`config.mk`:
```
export PLATFORM = sky130hd
export DESIGN_NAME = dac_sample_sequencer
export DESIGN_NICKNAME = d
export VERILOG_FILES = /design/src/rtl/dac_seq_pkg.sv /design/src/rtl/dac_seq_fifo.sv /design/src/rtl/dac_sample_sequencer.sv
export SDC_FILE = /design/constraint.sdc
export NUM_CORES = 1
export LEC_CHECK = 0
export BUFFER_PORTS_ARGS = -buffer_cell sky130_fd_sc_hd__buf_2
export CORE_ASPECT_RATIO = 0.5
export CORE_MARGIN = 5
export CORE_UTILIZATION = 45
export DETAILED_ROUTE_END_ITERATION = 12
export GPL_TIMING_DRIVEN = 0
export MAX_ROUTING_LAYER = met4
export PLACE_DENSITY = 0.72
export RECOVER_POWER = 50
export SETUP_SLACK_MARGIN = 0.05
export SYNTH_ARGS = -nofsm -noshare
export SYNTH_HDL_FRONTEND = slang
export SYNTH_HIERARCHICAL = 1
export SYNTH_SLANG_ARGS = --single-unit
```
`constraint.sdc`:
```
create_clock -name Bus2IP_Clk -period 10.1 [get_ports Bus2IP_Clk]
set_input_delay 1.01 -clock Bus2IP_Clk [delete_from_list [all_inputs] [get_ports Bus2IP_Clk]]
set_output_delay 1.01 -clock Bus2IP_Clk [all_outputs]
set_load 0.03 [all_outputs]
```
`src/rtl/dac_seq_pkg.sv`:
```
// Shared types and defaults for the DAC sample sequencer: state encoding,
// default widths and the position of the I and Q words inside a packed pair.
package dac_seq_pkg;

  typedef enum logic [1:0] {
    IDLE   = 2'd0,
    EMIT_I = 2'd1,
    EMIT_Q = 2'd2
  } seq_state_e;

  localparam int DEF_DATA_WIDTH = 10;
  localparam int DEF_DEPTH_LOG2 = 4;
  localparam int DEF_DIV_WIDTH  = 16;
  localparam int DEF_CNT_WIDTH  = 16;

  // A pair is an ascending [0:2*W-1] vector: slot 0 holds I, slot 1 holds Q.
  localparam int SMP_I_SLOT = 0;
  localparam int SMP_Q_SLOT = 1;

  function automatic int smp_slot_lo(input int slot, input int width);
    return slot * width;
  endfunction

endpackage

```
`src/rtl/dac_seq_fifo.sv`:
```
// Synchronous first-word-fall-through FIFO for packed I/Q pairs.
// Writes while full and reads while empty are ignored.
module dac_seq_fifo
  import dac_seq_pkg::*;
#(
  parameter int WIDTH      = 2 * DEF_DATA_WIDTH,
  parameter int DEPTH_LOG2 = DEF_DEPTH_LOG2
) (
  input  logic                  clk,
  input  logic                  rst,
  input  logic                  wr_en,
  input  logic [0:WIDTH-1]      wr_data,
  input  logic                  rd_en,
  output logic [0:WIDTH-1]      rd_data,
  output logic                  full,
  output logic                  empty,
  output logic [DEPTH_LOG2:0]   level
);
  localparam int DEPTH = 2 ** DEPTH_LOG2;
  localparam logic [DEPTH_LOG2:0] FULL_LVL = {1'b1, {DEPTH_LOG2{1'b0}}};

  logic [0:WIDTH-1]      mem_q [DEPTH];
  logic [DEPTH_LOG2-1:0] wr_ptr_q, wr_ptr_d, rd_ptr_q, rd_ptr_d;
  logic [DEPTH_LOG2:0]   level_q, level_d;
  logic                  do_wr, do_rd;

  assign full    = (level_q == FULL_LVL);
  assign empty   = (level_q == '0);
  assign level   = level_q;
  assign rd_data = mem_q[rd_ptr_q];
  assign do_wr   = wr_en & ~full;
  assign do_rd   = rd_en & ~empty;

  always_comb begin
    wr_ptr_d = wr_ptr_q;
    rd_ptr_d = rd_ptr_q;
    level_d  = level_q;
    if (do_wr) wr_ptr_d = wr_ptr_q + 1'b1;
    if (do_rd) rd_ptr_d = rd_ptr_q + 1'b1;
    if (do_wr && !do_rd)      level_d = level_q + 1'b1;
    else if (do_rd && !do_wr) level_d = level_q - 1'b1;
  end

  always_ff @(posedge clk) begin
    if (rst) begin
      wr_ptr_q <= '0;
      rd_ptr_q <= '0;
      level_q  <= '0;
    end else begin
      wr_ptr_q <= wr_ptr_d;
      rd_ptr_q <= rd_ptr_d;
      level_q  <= level_d;
    end
  end

  always_ff @(posedge clk) begin
    if (do_wr) mem_q[wr_ptr_q] <= wr_data;
  end

endmodule

```
`src/rtl/dac_sample_sequencer.sv`:
```
// Releases buffered I/Q pairs to the DAC at one slot per Cfg_Div+1 clocks,
// with counted or continuous bursts and sticky underrun/overflow status.
//   state  | meaning
//   IDLE   | no burst, divider stopped
//   EMIT_I | next slot emits the I word of a fresh pair
//   EMIT_Q | next slot emits the held Q word
module dac_sample_sequencer
  import dac_seq_pkg::*;
#(
  parameter int DATA_WIDTH = DEF_DATA_WIDTH,
  parameter int DEPTH_LOG2 = DEF_DEPTH_LOG2,
  parameter int DIV_WIDTH  = DEF_DIV_WIDTH,
  parameter int CNT_WIDTH  = DEF_CNT_WIDTH
) (
  input  logic                    Bus2IP_Clk,
  input  logic                    Bus2IP_Reset,
  input  logic                    Cfg_Start,
  input  logic                    Cfg_Stop,
  input  logic [DIV_WIDTH-1:0]    Cfg_Div,
  input  logic [CNT_WIDTH-1:0]    Cfg_Count,
  input  logic                    Cfg_Interleave,
  input  logic                    Smp_Wr,
  input  logic [0:2*DATA_WIDTH-1] Smp_Data,
  output logic                    Smp_Full,
  output logic [DEPTH_LOG2:0]     Smp_Level,
  output logic [0:DATA_WIDTH-1]   DAC_Data,
  output logic                    DAC_Strobe,
  output logic                    DAC_Sel,
  output logic                    DAC_En,
  output logic                    Sts_Busy,
  output logic                    Sts_Done,
  output logic                    Sts_Underrun,
  output logic                    Sts_Overflow
);
  localparam int PAIR_W = 2 * DATA_WIDTH;
  localparam int I_LO   = smp_slot_lo(SMP_I_SLOT, DATA_WIDTH);
  localparam int Q_LO   = smp_slot_lo(SMP_Q_SLOT, DATA_WIDTH);

  seq_state_e            state_q, state_d;
  logic [DIV_WIDTH-1:0]  div_q, div_d, div_cnt_q, div_cnt_d;
  logic [CNT_WIDTH-1:0]  rem_q, rem_d;
  logic                  cont_q, cont_d, ilv_q, ilv_d, done_pend_q, done_pend_d;
  logic [0:DATA_WIDTH-1] q_hold_q, q_hold_d, dac_data_q, dac_data_d;
  logic                  strobe_q, strobe_d, sel_q, sel_d, en_q, en_d;
  logic                  done_q, done_d, unr_q, unr_d, ovf_q, ovf_d;
  logic                  tick, pair_done;

  logic [0:PAIR_W-1]     fifo_rdata;
  logic                  fifo_full, fifo_empty, fifo_push, fifo_pop;
  logic [DEPTH_LOG2:0]   fifo_level;

  assign fifo_push = Smp_Wr & ~fifo_full;

  dac_seq_fifo #(.WIDTH(PAIR_W), .DEPTH_LOG2(DEPTH_LOG2)) u_fifo (
    .clk(Bus2IP_Clk), .rst(Bus2IP_Reset),
    .wr_en(fifo_push), .wr_data(Smp_Data),
    .rd_en(fifo_pop), .rd_data(fifo_rdata),
    .full(fifo_full), .empty(fifo_empty), .level(fifo_level)
  );

  assign tick = (state_q != IDLE) && (div_cnt_q == '0);

  always_comb begin
    state_d     = state_q;
    div_d       = div_q;
    div_cnt_d   = div_cnt_q;
    rem_d       = rem_q;
    cont_d      = cont_q;
    ilv_d       = ilv_q;
    done_pend_d = done_pend_q;
    q_hold_d    = q_hold_q;
    dac_data_d  = dac_data_q;
    sel_d       = sel_q;
    strobe_d    = 1'b0;
    done_d      = 1'b0;
    unr_d       = unr_q;
    ovf_d       = ovf_q | (Smp_Wr & fifo_full);
    fifo_pop    = 1'b0;
    pair_done   = 1'b0;

    if (state_q != IDLE) div_cnt_d = tick ? div_q : div_cnt_q - 1'b1;

    case (state_q)
      IDLE: begin
        if (Cfg_Start && !Cfg_Stop) begin
          div_d       = Cfg_Div;
          rem_d       = Cfg_Count;
          cont_d      = (Cfg_Count == '0);
          ilv_d       = Cfg_Interleave;
          div_cnt_d   = '0;
          done_pend_d = 1'b0;
          unr_d       = 1'b0;
          ovf_d       = Smp_Wr & fifo_full;
          state_d     = EMIT_I;
        end
      end
      EMIT_I: begin
        // A completed count waits one clock here so Done trails the last strobe.
        if (Cfg_Stop || done_pend_q) begin
          state_d     = IDLE;
          done_d      = 1'b1;
          done_pend_d = 1'b0;
        end else if (tick) begin
          if (!fifo_empty) begin
            fifo_pop   = 1'b1;
            dac_data_d = fifo_rdata[I_LO +: DATA_WIDTH];
            q_hold_d   = fifo_rdata[Q_LO +: DATA_WIDTH];
            sel_d      = 1'b0;
            strobe_d   = 1'b1;
            if (ilv_q) state_d = EMIT_Q;
            else       pair_done = 1'b1;
          end else begin
            unr_d = 1'b1;
          end
        end
      end
      EMIT_Q: begin
        if (Cfg_Stop) begin
          state_d = IDLE;
          done_d  = 1'b1;
        end else if (tick) begin
          dac_data_d = q_hold_q;
          sel_d      = 1'b1;
          strobe_d   = 1'b1;
          state_d    = EMIT_I;
          pair_done  = 1'b1;
        end
      end
      default: state_d = IDLE;
    endcase

    if (pair_done && !cont_q && rem_q != '0) begin
      rem_d = rem_q - 1'b1;
      if (rem_q == CNT_WIDTH'(1)) done_pend_d = 1'b1;
    end

    en_d = (state_d != IDLE);
  end

  always_ff @(posedge Bus2IP_Clk) begin
    if (Bus2IP_Reset) begin
      state_q     <= IDLE;
      div_q       <= '0;
      div_cnt_q   <= '0;
      rem_q       <= '0;
      cont_q      <= 1'b0;
      ilv_q       <= 1'b0;
      done_pend_q <= 1'b0;
      q_hold_q    <= '0;
      dac_data_q  <= '0;
      strobe_q    <= 1'b0;
      sel_q       <= 1'b0;
      en_q        <= 1'b0;
      done_q      <= 1'b0;
      unr_q       <= 1'b0;
      ovf_q       <= 1'b0;
    end else begin
      state_q     <= state_d;
      div_q       <= div_d;
      div_cnt_q   <= div_cnt_d;
      rem_q       <= rem_d;
      cont_q      <= cont_d;
      ilv_q       <= ilv_d;
      done_pend_q <= done_pend_d;
      q_hold_q    <= q_hold_d;
      dac_data_q  <= dac_data_d;
      strobe_q    <= strobe_d;
      sel_q       <= sel_d;
      en_q        <= en_d;
      done_q      <= done_d;
      unr_q       <= unr_d;
      ovf_q       <= ovf_d;
    end
  end

  assign Smp_Full     = fifo_full;
  assign Smp_Level    = fifo_level;
  assign DAC_Data     = dac_data_q;
  assign DAC_Strobe   = strobe_q;
  assign DAC_Sel      = sel_q;
  assign DAC_En       = en_q;
  assign Sts_Busy     = (state_q != IDLE);
  assign Sts_Done     = done_q;
  assign Sts_Underrun = unr_q;
  assign Sts_Overflow = ovf_q;

endmodule

```
==> summary.txt, run 1 <==
Synthesis
  – Cell variety after synth: 72
  – Syn Area/Cell: 15.4 sq um
  – Syn. warnings: 6
  – Post-synth EDFFs: 320
  – Post-synth top area cell: edfxtp_1
  – Synth Cell Area: 17,100 sq um
  – Main flop type after synthesis: edfxtp_1
  – Top cell type's share of synthesized area: 56.3%
  – Syn nets: 1,187
  – Most frequent cell after synthesis: edfxtp_1
  – Post-Syn Instances: 1,110
  – Synth top cells by count: edfxtp_1 (320), dfxtp_1 (96), nand2_1 (84)
  – Async SR Flop Fraction: 0%
  – Ranking of synthesized cells by area: edfxtp_1 (56%), dfxtp_1 (11%), mux4_2 (11%)
  – Yosys reg bits: 416
  – Seq/Total Area, Yosys: 67.6%

Die
  – Core area: 37,400 sq um
  – IO Pins: 81
  – Die width: 285 um
  – Die area: 42,100 sq um
  – Die Ht: 148 um
  – Number of placement rows: 50
  – Initial core utilization: 45.6%

Detailed routing
  – Routed wire length: 41,200 um
  – DR pass1 iterations: 5
  – Vias/cell: 5.97
  – Iter 0 DRT Violations: 950
  – Routed Antenna Nets: 0
  – Vias: 10,537
  – Avg WL per Cell: 23.3 um
  – Number of remaining DRC errors: 0

Worst setup path
  – Setup slack, reg-to-reg: 5.19 ns
  – CP endpoint kind: flop
  – Data required time at the worst endpoint: 10.52 ns
  – Crit path largest cell delay: 1.13 ns
  – WP data arrival: 5.34 ns
  – Worst r2r src: u_fifo/level[0]
  – Worst setup SP type: flop
  – Slowest CP cell: o21ai_0
  – Setup CP Type: flop to flop
  – Worst Setup SP: u_fifo/level[0]
  – R2R depth: 11
  – Worst flop-to-flop path endpoint: u_fifo/level[4]
  – Critical path, cell by cell: or4_1, clkbuf_1, o21ai_0, clkinvlp_2, ha_1, inv_1, ha_1, a21oi_1, a211oi_1, a31oi_1, mux2_2
  – CP endpoint: u_fifo/level[4]
  – Most used cell, CP: ha_1
  – Crit Path Max Fanout: 8

Timing
  – Final setup TNS: 0 ns
  – RSZ-0062 raised after global routing: false
  – Hold WS: 0.458 ns
  – Hold Violations, Final: 0
  – Setup violators final: 0
  – Slew at the pin closest to its max-slew limit: 1.43 ns
  – Final critical path time including I/O delays and setup: 4.91 ns
  – Clock Skews: 0.0184 ns
  – Setup slack after layout: 5.19 ns
  – Rel. slew slack: 3.75%
  – Peak Freq: 203 MHz
  – Fin crit share: 48.7%
  – Slew Limit Fails: 0

Power
  – Net Sw Frac: 24.8%
  – Leak: 0.00641 uW
  – Worst VDD drop: 0.126 mV
  – Clk network pwr share: 38.0%
  – PD cells: 203 nW/um^2
  – Reg power frac: 49.7%
  – NetSw: 981 uW
  – Overall power: 3950 uW
  – Int Power: 2970 uW
  – Combinational Power Share: 12.3%

Layout
  – Area Overhead vs Synth: 14.3%
  – Layout cells sized above 1: 18.7%
  – Finished Layout Cells: 1,765
  – Nets: 1,322

CTS
  – Maximum clock path buffer count: 3
  – CTS H-tree lvls: 2
  – Root buf cell: clkbuf_16
  – Clock latency on the worst-skew pair: 0.54 ns
  – CTS tree: done
  – CTS Sinks: 416
  – Clk pin slew, worst setup/hold paths: 0.06 ns
  – Post-cts sizing count: 0
  – Setup repair bufs after CTS: 0
  – CTS buffer count: 38
  – Cts hold-fix bufs: 0

Min path
  – HP Class: flop to flop
  – Hold_sp: div_q[13]

Run status
  – Outcome: finished clean

Global route
  – Largest net degree at the start of global routing: 21
  – GRT Overall Usage: 20.1%
  – Initial antenna violation count: 1
  – First-pass GRT wire length: 63,800 um
  – Number of global-route vias before repair: 10,684
  – GR Overflow Total: 0

Run
  – MaxCap Viol Count: 0

Placed design
  – Placer Congestion: 0.903
  – Worst slack, placed: 5.96 ns
  – Final HPWL DP: 27,100 um
  – I/O Buffers: 79
  – Placed insts: 1,699
## power groups by stage
stage	clock network, uW	logic (uW)	registers, uW
floorplan	0	307	2010
global placement	0	464	2000
detailed placement	0	494	2000
CTS	1520	500	1960
global route	1600	534	1970
finish	1500	486	1960
## how the worst min path moves through the flow
stage,end,depth (start not counted)
after floorplan,div_q[15],2
after global placement,div_q[15],2
after detailed placement,div_q[10],2
after CTS,div_q[10],2
after global routing,div_q[6],2
final,div_q[13],2
## state kept, by name, indices dropped and copies added (netlist names), 2 cells and up, named ones only
signal and flops:
DAC_Data 10, div_cnt_q 16, div_q 16, q_hold_q 10, rem_q 16, state_q 2
u_fifo/level 5, u_fifo/mem_q 320, u_fifo/rd_ptr_q 4, u_fifo/wr_ptr_q 4
## cell families after synthesis
family                     Yosys count  share of synthesized area [%]
AOI/OAI and AO/OA                  183                           7.21
and+or+nand+nor                    279                           8.34
muxes                              115                           12.7
DFF                                416                           67.6
xor gates and xnor gates            11                          0.609
buffers and inverters               87                           2.10
adders and majority gates           19                           1.44
## metrics by stage
stage          instance area, sq um  utilization, %
2_1_floorplan                 17100               -
3_3_place_gp                  18100            48.3
3_5_place_dp                  18300            48.9
4_1_cts                       19600            52.4
5_1_grt                       19500            52.1
6_report                      19500            52.1
## critical path, delay by kind of cell, from the launching register on
| family | cells | cell delay [ns] |
|---|---|---|
| DFF | 1 | 0.37 |
| muxes | 1 | 0.35 |
| buffers and inverters | 3 | 1.19 |
| AOI/OAI and AO/OA | 4 | 1.63 |
| adders and majority gates | 2 | 0.72 |
| and+or+nand+nor | 1 | 0.54 |
## final cells by class
class	instances	area, sq um
diodes	1	2.50
plain buffers	64	263
clock buffers	42	966
clock inverters	23	315
fillers	3004	17900
inverters	23	87.6
multi-input cells	607	5170
flip-flops and latches	416	11500
well taps	494	618
repair buffers	95	544
## routing by layer
| metal | up-vias | global-route usage, % | part of all wire, % |
|---|---|---|---|
| met5 | - | - | 0 |
| li1 | 4640 | - | - |
| met1 | 5331 | 26.7 | 41 |
| met3 | 82 | 4.28 | 8.1 |
| met4 | 0 | 4.79 | 2.4 |
| met2 | 484 | 32.4 | 49 |
## cell usage in the layout, fill, tap and decap left out, drive strengths merged, types with 5 or more instances in the layout
master  instances
nor2           70
nand3          15
ha             18
buf            68
a31oi           6
and2           12
nand2          84
nor3           21
a211oi          6
o21ai          21
edfxtp        320
a22oi          48
a21oi          55
bufinv          7
or4             5
clkinv         13
nor2b           7
clkbuf        133
a21o            5
xor2            7
nor3b           6
nor4           19
o211ai         13
or3             5
mux4           80
dfxtp          96
inv            24
nand4           8
mux2i          23
mux2           12
(Power assumes the default switching activity.)
==> inputs of run 2 (changes only) <==
PLACE_DENSITY = 0.75   (was 0.72)
clock period = 4.2 ns   (was 10.1 ns; I/O delays follow)
==> summary.txt, run 2 (same netlist as run 1, synthesis figures left out) <==
Detailed routing
  – Routed Antenna Nets: 0 (unchanged)
  – Avg WL per Cell: 24.5 um (+4.8%)
  – Vias: 10,791 (+2.4%)
  – Iter 0 DRT Violations: 1,183 (+25%)
  – Number of remaining DRC errors: 0 (unchanged)
  – DR pass1 iterations: 5 (unchanged)
  – Routed wire length: 43,200 um (+4.8%)
  – Vias/cell: 6.12 (+2.5%)

Worst setup path
  – Crit Path Max Fanout: 10 (+2)
  – Setup CP Type: flop to flop
  – CP endpoint kind: flop
  – Crit path largest cell delay: 0.38 ns (-0.75 ns)
  – Setup slack, reg-to-reg: 0.28 ns (-4.90 ns)
  – R2R depth: 16 (+5)
  – Worst setup SP type: flop
  – Most used cell, CP: ha_1
  – Critical path, cell by cell: inv_1, ha_1, clkbuf_1, nor3_2, and2_1, clkbuf_2, nand3_1, nor2_2, o21ai_2, ha_1, inv_1, ha_1, a21oi_1, a211oi_1, a31oi_1, mux2_2
  – Slowest CP cell: dfxtp_1
  – Worst path top cell family by delay: simple AND/OR/NAND/NOR gates
  – WP data arrival: 4.34 ns (-1.00 ns)
  – WP buf/inv: 4 (+1)
  – Data required time at the worst endpoint: 4.62 ns (-5.90 ns)
  – WP depth: 16 (+5)

Layout
  – Max reg flops: 320 (unchanged)
  – Post-Layout Inst Area: 19,400 sq um (-0.39%)
  – Layout cells sized above 1: 18.8% (+0.094 points)
  – Commonest non-fill, non-tap cell in the layout: edfxtp_1
  – Nets: 1,321 (-0.076%)
  – Biggest register: u_fifo/mem_q
  – Area Overhead vs Synth: 13.8%
  – Final Util: 51.9% (-0.20 points)
  – Most frequent cells in the layout: edfxtp_1 (320), clkbuf_1 (101), dfxtp_1 (96), nand2_1 (84), mux4_2 (80)

Die
  – Number of placement rows: 50 (unchanged)
  – Die width: 285 um (unchanged)
  – Initial core utilization: 45.6% (unchanged)
  – Die area: 42,100 sq um (unchanged)
  – Core area: 37,400 sq um (unchanged)
  – IO Pins: 81 (unchanged)
  – Die Ht: 148 um (unchanged)

Placed design
  – Final HPWL DP: 27,600 um (+1.9%)
  – I/O Buffers: 79 (unchanged)
  – Area of placed instances: 18,300 sq um (-0.11%)
  – Placer Congestion: 0.905 (+0.16%)

CTS
  – Clock latency on the worst-skew pair: 0.54 ns (about the same)
  – CTS tree: done
  – CTS H-tree lvls: 2 (unchanged)
  – CTS Sinks: 416 (unchanged)
  – Maximum clock path buffer count: 3 (unchanged)
  – CTS buffer count: 38 (unchanged)
  – Root buf cell: clkbuf_16
  – Setup repair bufs after CTS: 0 (unchanged)
  – Clk pin slew, worst setup/hold paths: 0.07 ns (about the same)

Global route
  – Largest net degree at the start of global routing: 21 (unchanged)
  – First-pass GRT wire length: 65,600 um (+2.9%)
  – GRT Overall Usage: 20.8% (+0.65 points)
  – GR Overflow Total: 0 (unchanged)
  – Number of global-route vias before repair: 10,836 (+1.4%)
  – Initial antenna violation count: 1 (unchanged)

Timing
  – Final critical path time including I/O delays and setup: 3.92 ns (-0.995 ns)
  – RSZ-0062 raised after global routing: false
  – Slew Limit Fails: 0 (unchanged)
  – Peak Freq: 255 MHz (+25%)
  – Slew at the pin closest to its max-slew limit: 1.31 ns (-0.120 ns)
  – Hold Violations, Final: 0 (unchanged)
  – Rel. slew slack: 12.8% (+9.0 points)
  – Setup violators final: 0 (unchanged)
  – Clock Skews: 0.0207 ns (+0.00232 ns)
  – Fin crit share: 93.3% (+45 points)
  – Hold WS: 0.130 ns (-0.328 ns)

Min path
  – Hold Path Depth: 3 (+1)
  – HP Class: primary input to flop

Power
  – Worst VDD drop: 0.286 mV (+130%)
  – PD cells: 481 nW/um^2 (+140%)
  – Leak: 0.00636 uW (-0.79%)

Run status
  – Outcome: finished clean

Run
  – MaxCap Viol Count: 0 (unchanged)
==> run 2: cell count changes in the layout (fill, tap and decap cells not counted), sizes merged <==
cell / previous run / this run
clkbuf: 133 / 141
clkinv: 13 / 7
bufinv: 7 / 4
clkinvlp: 2 / 4
buf: 68 / 67
inv: 24 / 23
==> run 2: cell type report <==
class,instances,area [sq um]
Inverter,23,87.6
Sequential cell,416,11500
Timing Repair Buffer,94,524
Antenna cell,1,2.50
Clock buffer,50,1000
Buffer,64,264
Clock inverter,15,200
Fill cell,3020,18000
Tap cell,494,618
Multi-Input combinational cell,607,5200
==> run 2: worst min-delay path, delay by kind of cell <==
family / cells / cell delay [ns]
buffers and inverters: 1 / 0.10
AOI/OAI and AO/OA: 1 / 0.05
and+or+nand+nor: 1 / 0.04
==> run 2: metrics by stage <==
step	cells	worst slack, ns	setup TNS, ns	total power [uW]
6_report	1764	0.281	0	9350
5_1_grt	1764	0.0398	0	9700
4_1_cts	1763	0.173	0	9390
3_5_place_dp	1698	0.00957	0	6000
3_3_place_gp	1683	-1.10	-85.62	5910
2_1_floorplan	1110	0.288	0	5570
==> run 2: path summary, 6_finish.rpt <==
check         startpoint              end
max reg2reg   state_q[0]  u_fifo/level[4]
min          Cfg_Div[13]        div_q[13]
min reg2reg    div_q[13]        div_q[13]
max           state_q[0]  u_fifo/level[4]
==> run 2: repair_timing <==
| action | in CTS | in global routing |
|---|---|---|
| hold buffers | 0 | 0 |
| resized for setup | 1 | 2 |
| pin swaps | 0 | 0 |
| setup endpoints to repair | 2 | 2 |
| cloned | 0 | 0 |
==> run 2: report_power, final <==
group	switching, uW	internal [uW]	total (uW)
Sequential	111	4620	4730
Combinational	774	416	1190
Clock	1490	1940	3430
Total	2380	6970	9350
==> run 2: metal layers <==
layer / part of all wire [%] / global-route usage (%) / vias to the layer above
met1: 39 / 26.1 / 5510
met3: 8.7 / 4.73 / 88
met4: 2.5 / 5.06 / 0
met5: 0 / - / -
met2: 50 / 34.8 / 569
li1: - / - / 4624
